$ cat config.mk
export PLATFORM = sky130hd
export DESIGN_NAME = pio_rx_fifo_flat
export DESIGN_NICKNAME = d
export VERILOG_FILES = /design/src/rtl/pio_rx_fifo_pkg.sv /design/src/rtl/pio_rx_fifo_if.sv /design/src/rtl/pio_sync_fifo.sv /design/src/rtl/pio_rx_fifo.sv /design/src/flat_wrapper.sv
export SDC_FILE = /design/constraint.sdc
export NUM_CORES = 1
export LEC_CHECK = 0
export CAP_MARGIN = 20
export CORE_ASPECT_RATIO = 1.1
export CORE_MARGIN = 2
export CORE_UTILIZATION = 55
export DETAILED_ROUTE_END_ITERATION = 10
export PLACE_DENSITY = 0.8
export SYNTH_ARGS = -nofsm -noshare
export SYNTH_HDL_FRONTEND = slang
export SYNTH_SLANG_ARGS = --single-unit
$ cat constraint.sdc
create_clock -name clk -period 6.6 [get_ports clk]
set_input_delay 0.66 -clock clk [delete_from_list [all_inputs] [get_ports clk]]
set_output_delay 0.66 -clock clk [all_outputs]
set_load 0.005 [all_outputs]
$ cat src/rtl/pio_rx_fifo_pkg.sv
// Shared types and helpers for the PIO RX/TX FIFO paths: data width,
// autopush threshold decode, push outcome and stall state encodings.
package pio_pkg;

    localparam int WIDTH = 32;

    typedef enum logic [1:0] {
        PUSH_NONE,
        PUSH_WRITE,
        PUSH_STALL,
        PUSH_DROP
    } push_outcome_e;

    typedef enum logic {
        IDLE,
        STALLED
    } rx_state_e;

    // A programmed threshold of 0 stands for a full 32-bit ISR.
    function automatic logic [5:0] thresh_decode(input logic [4:0] thresh);
        return (thresh == 5'd0) ? 6'd32 : {1'b0, thresh};
    endfunction

endpackage

$ cat src/rtl/pio_rx_fifo_if.sv
// Host read port of the RX FIFO: valid/ready data, occupancy and sticky flags.
interface pio_rx_fifo_if #(parameter int WIDTH = pio_pkg::WIDTH);

    logic [WIDTH-1:0] rd_data;
    logic             rd_valid;
    logic             rd_ready;
    logic [3:0]       level;
    logic             full;
    logic             rx_stall_flag;
    logic             rx_under_flag;
    logic [1:0]       flag_clr;

    modport master (
        input  rd_data, rd_valid, level, full, rx_stall_flag, rx_under_flag,
        output rd_ready, flag_clr
    );

    modport slave (
        output rd_data, rd_valid, level, full, rx_stall_flag, rx_under_flag,
        input  rd_ready, flag_clr
    );

endinterface

$ cat src/rtl/pio_sync_fifo.sv
// Synchronous FIFO with run-time capacity (cap <= DEPTH) and a registered head
// output; shared by the PIO RX and TX paths.
module pio_sync_fifo #(
    parameter int DEPTH = 4,
    parameter int WIDTH = 32,
    parameter int LVL_W = 4
) (
    input  logic             clk,
    input  logic             reset_n,
    input  logic             flush,
    input  logic [LVL_W-1:0] cap,
    input  logic             wr_en,
    input  logic [WIDTH-1:0] wr_data,
    input  logic             rd_en,
    output logic [WIDTH-1:0] rd_data,
    output logic [LVL_W-1:0] level,
    output logic             full,
    output logic             empty
);

    localparam int PW = (DEPTH > 1) ? $clog2(DEPTH) : 1;

    logic [WIDTH-1:0] mem [DEPTH];
    logic [PW-1:0]    wptr_reg, wptr_next;
    logic [PW-1:0]    rptr_reg, rptr_next;
    logic [LVL_W-1:0] level_reg, level_next;
    logic [WIDTH-1:0] rd_data_reg, rd_data_next;
    logic             wr_ok, rd_ok;

    // Pointers wrap at the active capacity, not at the storage size.
    function automatic logic [PW-1:0] ptr_inc(input logic [PW-1:0] p, input logic [LVL_W-1:0] c);
        logic [LVL_W-1:0] n;
        n = LVL_W'(p) + LVL_W'(1);
        return (n == c) ? '0 : PW'(n);
    endfunction

    assign full    = (level_reg == cap);
    assign empty   = (level_reg == '0);
    assign level   = level_reg;
    assign rd_data = rd_data_reg;

    always_comb begin
        wr_ok      = wr_en && !full;
        rd_ok      = rd_en && !empty;
        wptr_next  = wr_ok ? ptr_inc(wptr_reg, cap) : wptr_reg;
        rptr_next  = rd_ok ? ptr_inc(rptr_reg, cap) : rptr_reg;
        level_next = level_reg + LVL_W'(wr_ok) - LVL_W'(rd_ok);
        // The next head is the incoming word when it lands on the slot being exposed.
        if (wr_ok && (wptr_reg == rptr_next)) begin
            rd_data_next = wr_data;
        end else begin
            rd_data_next = mem[rptr_next];
        end
    end

    always_ff @(posedge clk) begin
        if (wr_ok) begin
            mem[wptr_reg] <= wr_data;
        end
    end

    always_ff @(posedge clk or negedge reset_n) begin
        if (!reset_n) begin
            wptr_reg    <= '0;
            rptr_reg    <= '0;
            level_reg   <= '0;
            rd_data_reg <= '0;
        end else if (flush) begin
            wptr_reg    <= '0;
            rptr_reg    <= '0;
            level_reg   <= '0;
            rd_data_reg <= '0;
        end else begin
            wptr_reg    <= wptr_next;
            rptr_reg    <= rptr_next;
            level_reg   <= level_next;
            rd_data_reg <= rd_data_next;
        end
    end

endmodule

$ cat src/rtl/pio_rx_fifo.sv
// PIO state-machine RX path: PUSH/autopush arbitration, ISR clear, full-FIFO
// stall and sticky flags. Define PIO_RX_FIFO_JOIN_EN for the fjoin_rx double-depth mode.
module pio_rx_fifo #(
    parameter int DEPTH = 4,
    parameter int WIDTH = pio_pkg::WIDTH
) (
    input  logic             clk,
    input  logic             reset_n,
    input  logic             penable,
    input  logic [WIDTH-1:0] isr_data,
    input  logic [5:0]       isr_count,
    input  logic             push_req,
    input  logic             push_iffull,
    input  logic             push_block,
    input  logic             autopush_en,
    input  logic [4:0]       push_thresh,
`ifdef PIO_RX_FIFO_JOIN_EN
    input  logic             fjoin_rx,
`endif
    output logic             isr_clear,
    output logic             push_stall,
    pio_rx_fifo_if.slave     bus
);

    import pio_pkg::*;

    localparam int LVL_W = 4;

`ifdef PIO_RX_FIFO_JOIN_EN
    localparam int STORE = 2 * DEPTH;
    logic             fjoin_reg;
    logic             flush;
    logic [LVL_W-1:0] cap;

    // Any change of the join mode discards the current contents.
    assign flush = fjoin_rx ^ fjoin_reg;
    assign cap   = fjoin_rx ? LVL_W'(2 * DEPTH) : LVL_W'(DEPTH);

    always_ff @(posedge clk or negedge reset_n) begin
        if (!reset_n) begin
            fjoin_reg <= 1'b0;
        end else begin
            fjoin_reg <= fjoin_rx;
        end
    end
`else
    localparam int STORE = DEPTH;
    logic             flush;
    logic [LVL_W-1:0] cap;

    assign flush = 1'b0;
    assign cap   = LVL_W'(DEPTH);
`endif

    logic          thresh_hit;
    logic          auto_push, expl_push, push_any;
    logic          fifo_full, fifo_empty;
    logic          wr_en, pop;
    logic          stall_raw;
    logic          stall_flag_reg, under_flag_reg;
    push_outcome_e outcome;
    rx_state_e     state_reg, state_next;

    assign thresh_hit = (isr_count >= thresh_decode(push_thresh));
    assign auto_push  = penable && autopush_en && thresh_hit;
    assign expl_push  = penable && !auto_push && push_req && !(push_iffull && !thresh_hit);
    assign push_any   = auto_push || expl_push;

    // Full is judged on pre-pop occupancy, so a same-cycle pop never makes room.
    always_comb begin
        outcome = PUSH_NONE;
        if (push_any) begin
            if (!fifo_full) begin
                outcome = PUSH_WRITE;
            end else if (auto_push || push_block) begin
                outcome = PUSH_STALL;
            end else begin
                outcome = PUSH_DROP;
            end
        end
    end

    always_comb begin
        state_next = state_reg;
        stall_raw  = 1'b0;
        case (state_reg)
            IDLE: begin
                if (outcome == PUSH_STALL) begin
                    state_next = STALLED;
                    stall_raw  = 1'b1;
                end
            end
            STALLED: begin
                if (outcome == PUSH_STALL) begin
                    stall_raw = 1'b1;
                end else begin
                    state_next = IDLE;
                end
            end
        endcase
    end

    always_ff @(posedge clk or negedge reset_n) begin
        if (!reset_n) begin
            state_reg      <= IDLE;
            stall_flag_reg <= 1'b0;
            under_flag_reg <= 1'b0;
        end else begin
            state_reg <= state_next;
            if (bus.flag_clr[0]) begin
                stall_flag_reg <= 1'b0;
            end else if ((outcome == PUSH_STALL) || (outcome == PUSH_DROP)) begin
                stall_flag_reg <= 1'b1;
            end
            if (bus.flag_clr[1]) begin
                under_flag_reg <= 1'b0;
            end else if (bus.rd_ready && fifo_empty) begin
                under_flag_reg <= 1'b1;
            end
        end
    end

    // Combinational outputs are forced low while reset is held.
    assign isr_clear  = reset_n && ((outcome == PUSH_WRITE) || (outcome == PUSH_DROP));
    assign push_stall = reset_n && stall_raw;
    assign wr_en      = (outcome == PUSH_WRITE);
    assign pop        = bus.rd_ready && !fifo_empty;

    assign bus.rd_valid      = !fifo_empty;
    assign bus.full          = fifo_full;
    assign bus.rx_stall_flag = stall_flag_reg;
    assign bus.rx_under_flag = under_flag_reg;

    pio_sync_fifo #(
        .DEPTH (STORE),
        .WIDTH (WIDTH),
        .LVL_W (LVL_W)
    ) u_fifo (
        .clk     (clk),
        .reset_n (reset_n),
        .flush   (flush),
        .cap     (cap),
        .wr_en   (wr_en),
        .wr_data (isr_data),
        .rd_en   (pop),
        .rd_data (bus.rd_data),
        .level   (bus.level),
        .full    (fifo_full),
        .empty   (fifo_empty)
    );

endmodule

$ cat src/flat_wrapper.sv
// flat-port wrapper written by rule: the top's interface ports become plain ports
module pio_rx_fifo_flat import pio_pkg::*;
#(
    parameter int DEPTH = 4,
    parameter int WIDTH = pio_pkg::WIDTH
)
  (clk, reset_n, penable, isr_data, isr_count, push_req, push_iffull, push_block, autopush_en, push_thresh, isr_clear, push_stall, bus_rd_data, bus_rd_valid, bus_level, bus_full, bus_rx_stall_flag, bus_rx_under_flag, bus_rd_ready, bus_flag_clr);
  pio_rx_fifo_if #(.WIDTH(WIDTH)) bus_i ();
  input  logic clk;
  input  logic reset_n;
  input  logic penable;
  input  logic [WIDTH-1:0] isr_data;
  input  logic [5:0] isr_count;
  input  logic push_req;
  input  logic push_iffull;
  input  logic push_block;
  input  logic autopush_en;
  input  logic [4:0] push_thresh;
  output logic isr_clear;
  output logic push_stall;
  output wire logic [$bits(bus_i.rd_data)-1:0] bus_rd_data;
  output wire logic [$bits(bus_i.rd_valid)-1:0] bus_rd_valid;
  output wire logic [$bits(bus_i.level)-1:0] bus_level;
  output wire logic [$bits(bus_i.full)-1:0] bus_full;
  output wire logic [$bits(bus_i.rx_stall_flag)-1:0] bus_rx_stall_flag;
  output wire logic [$bits(bus_i.rx_under_flag)-1:0] bus_rx_under_flag;
  input wire logic [$bits(bus_i.rd_ready)-1:0] bus_rd_ready;
  input wire logic [$bits(bus_i.flag_clr)-1:0] bus_flag_clr;
  assign bus_rd_data = bus_i.rd_data;
  assign bus_rd_valid = bus_i.rd_valid;
  assign bus_level = bus_i.level;
  assign bus_full = bus_i.full;
  assign bus_rx_stall_flag = bus_i.rx_stall_flag;
  assign bus_rx_under_flag = bus_i.rx_under_flag;
  assign bus_i.rd_ready = bus_rd_ready;
  assign bus_i.flag_clr = bus_flag_clr;
  pio_rx_fifo #(.DEPTH(DEPTH), .WIDTH(WIDTH)) u_core (.clk(clk), .reset_n(reset_n), .penable(penable), .isr_data(isr_data), .isr_count(isr_count), .push_req(push_req), .push_iffull(push_iffull), .push_block(push_block), .autopush_en(autopush_en), .push_thresh(push_thresh), .isr_clear(isr_clear), .push_stall(push_stall), .bus(bus_i));
endmodule
# ---- Word level (Yosys, flattened, before mapping)
# Memories as Yosys holds them, arrays and structs flattened. A register that Yosys moved wholly into a read port is not among the register bits.
# Index checks and enable logic that the tools add are counted.
dict set report totals {
  regBits 10
  ram_bits 128
  output_inout_bits 42
  word_cells 57
  memories 1
}
# name words width rd rd_clocked_by_memory_dff wr line_no
set memory_table {}
lappend memory_table {u_core.u_fifo.mem 4 32 1 1 1 pio_sync_fifo.sv:23} ;# logic [WIDTH-1:0] mem [DEPTH];
dict set report classes {
  add_sub_neg 4
  magnitude_cmp 1
  eq_ne 6
  muxes 14
  reduce_logical 26
}
# op n
set ops {}
lappend ops {{logical AND 1 bit} 12}
lappend ops {{two-way mux 2 bit} 5}
lappend ops {{two-way mux 1 bit} 8}
lappend ops {{adder 2 x 1 -> 3 bit, second input constant} 2}
lappend ops {{equality test 3 bit, second input constant} 2}
lappend ops {{greater-or-equal comparator 6 bit} 1}
lappend ops {{logical NOT 1 bit} 6}
lappend ops {{two-way mux 6 bit} 1}
lappend ops {{logical NOT 5 bit} 1}
lappend ops {{adder 4 x 1 -> 4 bit} 1}
lappend ops {{equality test 2 bit, second input constant} 2}
lappend ops {{equality test 4 x 3 -> 1 bit, second input constant} 1}
lappend ops {{logical NOT 4 bit} 1}
lappend ops {{logical OR 1 bit} 4}
lappend ops {{nonzero test 2 bit} 2}
lappend ops {{subtractor 4 x 1 -> 4 bit} 1}
lappend ops {{equality test 2 x 1 -> 1 bit, second input constant} 1}

# ---- Logic depth before layout (Yosys ltp)
dict set report depth {
  ltp_word 14
  depth_mapped 14
}

# ---- Hierarchy
# Synthesis repeated with hierarchy kept, for this count alone.
dict set report unflattened {
  hier_cells 703
  hier_area_um2 8465.6
}
# module n_inst cells_per_inst area_each_um2 seq_area_each_um2
set modules_own_cells {}
lappend modules_own_cells {pio_sync_fifo 1 658 8124.0 4844.6}
lappend modules_own_cells {pio_rx_fifo 1 45 341.6 50.0}

# ---- Worst setup path after synthesis
# No wires, ideal clock.
dict set report synth_timing {
  path_type {input to register}
  start {in push_thresh[3]}
  end {mem u_core.u_fifo.mem[0][0], enable pin}
  arrival_time_ps 2711
  required_ps 6208
  setup_slack_ps 3497
  path_stages 8
  path_buffers 0
  cell_sequence {nor4_1 nand2_1 ha_1 nand2_1 nor2_1 a31o_2 o2bb2ai_4 and2_1}
}
dict set report synth_between {
  elab_chain_cells 14
  word_cells_on_any_way 20
  cone_classes {1 x order compare; 1 x eq/ne; 6 x mux; 12 x reduce/logical}
}
# item line_no
set synth_rtl {}
lappend synth_rtl {{from (decl)} flat_wrapper.sv:18} ;# input logic [4:0] push_thresh;
lappend synth_rtl {{logical NOT 5 bit} pio_rx_fifo_pkg.sv:21} ;# return (thresh == 5'd0) ? 6'd32 : {1'b0, thresh};
lappend synth_rtl {{two-way mux 6 bit (*)} pio_rx_fifo_pkg.sv:21}
lappend synth_rtl {{greater-or-equal comparator 6 bit (*)} pio_rx_fifo.sv:64} ;# assign thresh_hit = (isr_count >= thresh_decode(push_thresh));
lappend synth_rtl {{logical AND 1 bit} pio_rx_fifo.sv:65} ;# assign auto_push = penable && autopush_en && thresh_hit;
lappend synth_rtl {{logical NOT 1 bit} pio_rx_fifo.sv:66} ;# assign expl_push = penable && !auto_push && push_req && !(push_iffull && !thresh_hit);
lappend synth_rtl {{logical AND 1 bit (3 in a row)} pio_rx_fifo.sv:66}
lappend synth_rtl {{logical OR 1 bit} pio_rx_fifo.sv:67} ;# assign push_any = auto_push || expl_push;
lappend synth_rtl {{two-way mux 2 bit (*)} pio_rx_fifo.sv:72} ;# if (push_any) begin
lappend synth_rtl {{equality test 2 x 1 -> 1 bit (*)} pio_rx_fifo.sv:126} ;# assign wr_en = (outcome == PUSH_WRITE);
lappend synth_rtl {{logical AND 1 bit (*)} pio_sync_fifo.sv:43} ;# wr_ok = wr_en && !full;
lappend synth_rtl {{two-way mux 1 bit (*)} pio_sync_fifo.sv:57} ;# if (wr_ok) begin
lappend synth_rtl {{two-way mux 1 bit (not written as such) (*)} pio_sync_fifo.sv:58} ;# mem[wptr_reg] <= wr_data;
lappend synth_rtl {{to (decl)} pio_sync_fifo.sv:23}
# Every way passes the cells marked *; elsewhere a longest branch is shown, timed or not.

# ---- Worst setup path after layout
dict set report layout_timing {
  start {in push_thresh[3]}
  end {out isr_clear}
}
dict set report layout_between {
  elab_chain_cells 13
  word_cells_on_any_way 20
  cone_classes {1 x order compare; 2 x eq/ne; 4 x mux; 13 x reduce/logical}
}
# item line_no
set layout_rtl {}
lappend layout_rtl {{logical NOT 5 bit} pio_rx_fifo_pkg.sv:21}
lappend layout_rtl {{two-way mux 6 bit (*)} pio_rx_fifo_pkg.sv:21}
lappend layout_rtl {{greater-or-equal comparator 6 bit (*)} pio_rx_fifo.sv:64}
lappend layout_rtl {{logical AND 1 bit} pio_rx_fifo.sv:65}
lappend layout_rtl {{logical NOT 1 bit} pio_rx_fifo.sv:66}
lappend layout_rtl {{logical AND 1 bit (3 in a row)} pio_rx_fifo.sv:66}
lappend layout_rtl {{logical OR 1 bit} pio_rx_fifo.sv:67}
lappend layout_rtl {{two-way mux 2 bit (*)} pio_rx_fifo.sv:72}
lappend layout_rtl {{equality test 2 x 1 -> 1 bit or equality test 2 bit (tied branches)} pio_rx_fifo.sv:124} ;# assign isr_clear = reset_n && ((outcome == PUSH_WRITE) || (outcome == PUSH_DROP));
lappend layout_rtl {{logical OR 1 bit (*)} pio_rx_fifo.sv:124}
lappend layout_rtl {{logical AND 1 bit (*)} pio_rx_fifo.sv:124}
lappend layout_rtl {{to (decl)} flat_wrapper.sv:19} ;# output logic isr_clear;
# Marks and branches as above.

==> results.md <==
- Sink Count: 170
- Hold-fix buffers, CTS: 0
- First DRT Iteration DRCs: 290
- Number of synthesis warnings: 0
- Crit path time final: 3938 ps
- CP Capture Type: primary output
- Busiest grt layer: met2
- Post-synthesis area per instance: 14.78 um2
- Die Wd: 111.6 um
- Largest register FFs: 128
- CP Cell Sequence: clkdlybuf4s50_1 -> nor4_1 -> nand2_1 -> ha_1 -> a21oi_1 -> o22ai_1 -> a31o_2 -> o21ai_0 -> o211a_1 -> clkdlybuf4s50_1
- Max Cap Viol: 0
- Peak VDD IR: 278.5 uV
- # fillers: 835
- Commonest non-fill, non-tap cell in the layout: edfxtp_1
- Max Fclk: 253.9 MHz
- Rel. slew slack: 39.18%
- H-tree Lvls: 4
- DIE AREA: 13650 um2
- Finished Cell Area: 8622 um2
- Final Cycle Share: 59.67%
- Power per Cell Area: 489.0 nW/um2
- Critical path class: primary input to primary output
- Vias: 4169
- Most Frequent Cell on Critical Path: clkdlybuf4s50_1
- CTS tree: done
- Crit-path max FO: 5
- Layout Nets: 637
- Yosys reg bits: 170
- Synth area leader: edfxtp_1
- DRT Pass-1 Iters: 4
- Met2 Use GR: 36.81%
- GRT met3 Usage: 5.728%
- Most frequent cells in the layout: edfxtp_1 (128), nand2_1 (104), clkdlybuf4s50_1 (93)
- Synth top area share: 54.88%
- # port buffers: 94
- CTS buffer count: 17
- Routability Congestion: 0.7620
- Crit-path slowest cell: clkdlybuf4s50_1
- Req. time, crit path: 5940 ps
- Global route overflow: 0
- Critical path buffers and inverters: 2
- Setup_tns: 0 ps
- Worst-path clk slew: 70 ps
- Initial Utilization: 55.87%
- GRT Util Overall: 20.91%
- Reg2Reg Launch Point: u_core.u_fifo.level[2]$_DFF_PN0_
- Antenna cell count: 0
- Post-synthesis cell area: 7004 um2
- Post-CTS Setup Repair Bufs: 0
- Top Ports: 95
- CP top delay family: compound AO/OA/AOI/OAI gates
- Clock buffer depth: 2
- Hold Path Class: primary input to async pin
- Final hold vios: 0
- Fraction of layout cells with a size suffix above 1: 13.99%
- Clk Latency, worst-skew pair: 430 ps
- Largest net degree at the start of global routing: 66
- DR WL/cell: 18.98 um
- Vias in the first global route: 4276
- Syn-to-layout area delta: 23.10%
- Initial antenna violation count: 0
- Worst-margin pin slew: 912.3 ps
- Synth top area cells: edfxtp_1 (55%), dfrtp_1 (15%), mux2_4 (6.4%)
- DR vias/cell: 5.664
- FP Rows: 43
- Crit path largest cell delay: 490 ps
- Post-CTS Resized: 0
- Crit path from: push_thresh[3]
- Post-synth cell types: 36
- Syn_nets: 545
- Register area: 4895 um2
- Status: finished clean
- Pins Over Slew Limit: 0
- Final wirelength: 13970 um
- Clk_skew: 14.95 ps
- First-pass GRT wire length: 21720 um
- Startpoint types: primary input
- Final HPWL DP: 7819 um
- RSZ-0062 raised after global routing: false
- Chip height: 122.4 um
- Root buf cell: clkbuf_16
- Residual DRC: 0
- Final setup viols: 0
- Register area share after synthesis: 69.88%
- Leakage power: 3.301 nW
- Footprint of the multi-input gates: 1893 um2
- Placed Instance Area: 8010 um2
- Cells after synthesis: 474
- Worst Path Arrival: 3280 ps
- Total core area: 12540 um2
- Final ANT Viol Nets: 0
- GR Util met1: 25.46%
[layout make-up]
type	instances	area share (%)
clock buffers	18	4.978
repair buffers	98	11.35
inverters	18	0.7836
clock inverters	14	1.887
multi-input cells	261	21.96
well taps	157	2.278
flip-flops and latches	170	56.77
[final timing paths]
| check | slack [ps] | end | depth (start not counted) |
|---|---|---|---|
| max | 2660 | isr_clear | 10 |
| min | 320 | u_core.u_fifo.rd_data[8]$_DFF_PN0_ | 2 |
| max reg2reg | 2990 | u_core.u_fifo.rd_data[28]$_DFF_PN0_ | 11 |
| min reg2reg | 510 | u_core.bus.rx_stall_flag$_DFFE_PN0P_ | 2 |
| max in group asynchronous | 5820 | u_core.u_fifo.rd_data[14]$_DFF_PN0_ | 2 |
| min in group clk | 510 | u_core.bus.rx_stall_flag$_DFFE_PN0P_ | 2 |
[power by group]
| part | switching [W] | internal, W | leakage [nW] |
|---|---|---|---|
| clock network | 0.000424 | 0.000567 | 0.283 |
| registers | 0.0000843 | 0.00142 | 1.66 |
| logic | 0.000866 | 0.000856 | 1.36 |
[cell usage after synthesis (all sizes together)]
cell type	n
a21o	2
a21oi	38
a31o	1
a31oi	1
a32oi	32
and2	5
buf	22
clkbuf	3
dfrtp	42
edfxtp	128
fa	1
ha	17
inv	18
mux2	32
mux2i	2
nand2	105
nand2b	1
nand3	2
nand4	1
nor2	6
nor3b	1
nor4	1
o211a	1
o211ai	1
o21ai	4
o22ai	1
o2bb2ai	1
or3b	1
xnor2	2
xor2	2
[kinds of logic (layout without fill, tap and decap cells)]
family / after synthesis / after routing / share of synthesized area (%)
AO/OA/AOI/OAI: 82 / 82 / 8.164
XOR/XNOR: 4 / 4 / 0.7146
adder cells (fa/ha/maj): 18 / 18 / 3.323
buffers and inverters: 43 / 148 / 3.465
flip-flops: 170 / 170 / 69.88
multiplexers: 34 / 34 / 7.092
AND/OR/NAND/NOR: 123 / 123 / 7.360
[routing by layer]
layer,up-vias,part of all wire (%)
met2,135,54
met4,0,1.1
met1,2096,40
met5,-,0
li1,1923,-
met3,15,4.8
[metrics by stage]
stage | util [%] | hold slack (ps) | total power (W) | cells | setup slack, ps
6_report | 68.78 | 320.8 | 0.004216 | 736 | 2662
5_1_grt | 68.78 | 362.3 | 0.004444 | 736 | 2460
4_1_cts | 68.62 | 347.8 | 0.004220 | 735 | 2666
3_5_place_dp | 63.90 | 509.4 | 0.003216 | 703 | 2674
3_3_place_gp | 63.90 | 484.6 | 0.003129 | 703 | 2825
2_1_floorplan | - | 364.4 | 0.002719 | 474 | 3497
Note: power is estimated with default switching activity, not from simulation.
==> edit: new RTL, same settings <==
`DEPTH` is set to 4 in 3 places; all go to 8.
--- a/src/rtl/pio_sync_fifo.sv
+++ b/src/rtl/pio_sync_fifo.sv
@@ -3,3 +3,3 @@
 module pio_sync_fifo #(
-    parameter int DEPTH = 4,
+    parameter int DEPTH = 8,
     parameter int WIDTH = 32,
--- a/src/rtl/pio_rx_fifo.sv
+++ b/src/rtl/pio_rx_fifo.sv
@@ -3,3 +3,3 @@
 module pio_rx_fifo #(
-    parameter int DEPTH = 4,
+    parameter int DEPTH = 8,
     parameter int WIDTH = pio_pkg::WIDTH
--- a/src/flat_wrapper.sv
+++ b/src/flat_wrapper.sv
@@ -3,3 +3,3 @@
 #(
-    parameter int DEPTH = 4,
+    parameter int DEPTH = 8,
     parameter int WIDTH = pio_pkg::WIDTH
Formal check against the unedited RTL: not equivalent (Yosys sat finds a counterexample within 10 cycles, from zero or initial values and one cycle with reset_n low).
==> edit against the unedited design <==
Setup slack worse by 0.081 ns; wire length up 110%; clock skew down 0.0033 ns; synthesized cell count up 63%; critical endpoint is now u_core.u_fifo.rd_data[29]; sequential cell count up 130; largest cell class unchanged; critical path depth up 1; total power up 67%; maximum frequency down 2.0%; area after synthesis up 97%; register-to-register slack worse by 0.41 ns; design area up 86%; largest power group unchanged; global-route usage up 2.4 points.
==> edit: results (changes against the unedited design) <==
Logic synthesis
  – Synth Net Count: 840 (+54%)
  – Mean Syn Cell Area: 17.9 µm² (+21%)
  – Async SR Flop Fraction: 0.147 (-0.100)
  – Post-synth EDFFs: 256 (+100%)
  – Post-synthesis mux area share: 0.236 (+0.165)
  – Synth Area in XOR/XNOR: 0.00690 (-0.000248)
  – Synth Area in Compound Gates: 0.0388 (-0.0428)
  – Largest cells by area after synthesis: edfxtp_1, mux4_2, dfrtp_1, nand2_1, mux2_2

Worst setup path
  – Critical path origin: u_core.u_fifo.level[2]
  – Crit-path leading delay family: buffers and inverters
  – CP max stage delay: 0.65 ns (+0.16 ns)
  – CP max stage cell: buf_4
  – R2R setup slack: 2.58 ns (-0.41 ns)
  – CP max FO: 67 (+62)
  – FF-to-FF End: u_core.u_fifo.rd_data[29]

Run status
  – Status: finished clean

Global routing
  – Global-route wire length before repair: 46,300 µm (+110%)
  – Largest net degree at the start of global routing: 70 (+6.1%)

Power and ir drop
  – Psw: 2.21 mW (+61%)
  – Worst vdd ir: 0.282 mV (+1.3%)
  – Lkg Pwr: 5.33 nW (+62%)

Placed design
  – Dpl hpwl: 16,000 µm (+100%)
  – GPL Wtd Cong: 0.754 (-1.1%)

Drt
  – DR vias: 7,861 (+89%)
  – First-pass DRT Iterations: 5 (+1)
  – DR WL/cell: 25.2 µm (+33%)

Clock network
  – CTS Buf Count: 28 (+11)
  – Clock latency on the worst-skew pair: 0.54 ns (+0.11 ns)
  – H-tree depth: 1 (-3)

Cells and area
  – Layout cells sized above 1: 0.264 (+0.124)
  – Post-Layout Cell Count: 1,190 (+62%)

Timing
  – Post-Route Skew: 0.0116 ns (-0.00331 ns)
  – Hold_ws: 0.261 ns (-0.0596 ns)
edit: final cells by class:
type | count | area (µm²)
clock inverters | 12 | 134
well taps | 310 | 388
clock buffers | 40 | 787
inverters | 15 | 56.3
repair buffers | 115 | 1120
flip-flops and latches | 300 | 8800
fillers | 1589 | 8550
multi-input cells | 398 | 4720
edit: worst max path at each step:
stage / end / slack (ns) / cells past startpoint
after detailed placement: u_core.u_fifo.mem[0][30] / 2.26 / 9
after global placement: u_core.u_fifo.mem[0][31] / 2.38 / 9
after CTS: u_core.u_fifo.rd_data[29] / 2.58 / 11
final: u_core.u_fifo.rd_data[29] / 2.58 / 11
after floorplan: u_core.u_fifo.mem[4][0] / 0.73 / 7
after global routing: u_core.u_fifo.rd_data[29] / 2.30 / 11
edit: metal layers:
metal	up-vias	global-route usage	part of all wire
met5	-	0	0
met4	0	0.0632	0.016
met3	47	0.0295	0.072
met2	385	0.396	0.52
met1	4117	0.325	0.40
li1	3312	-	-
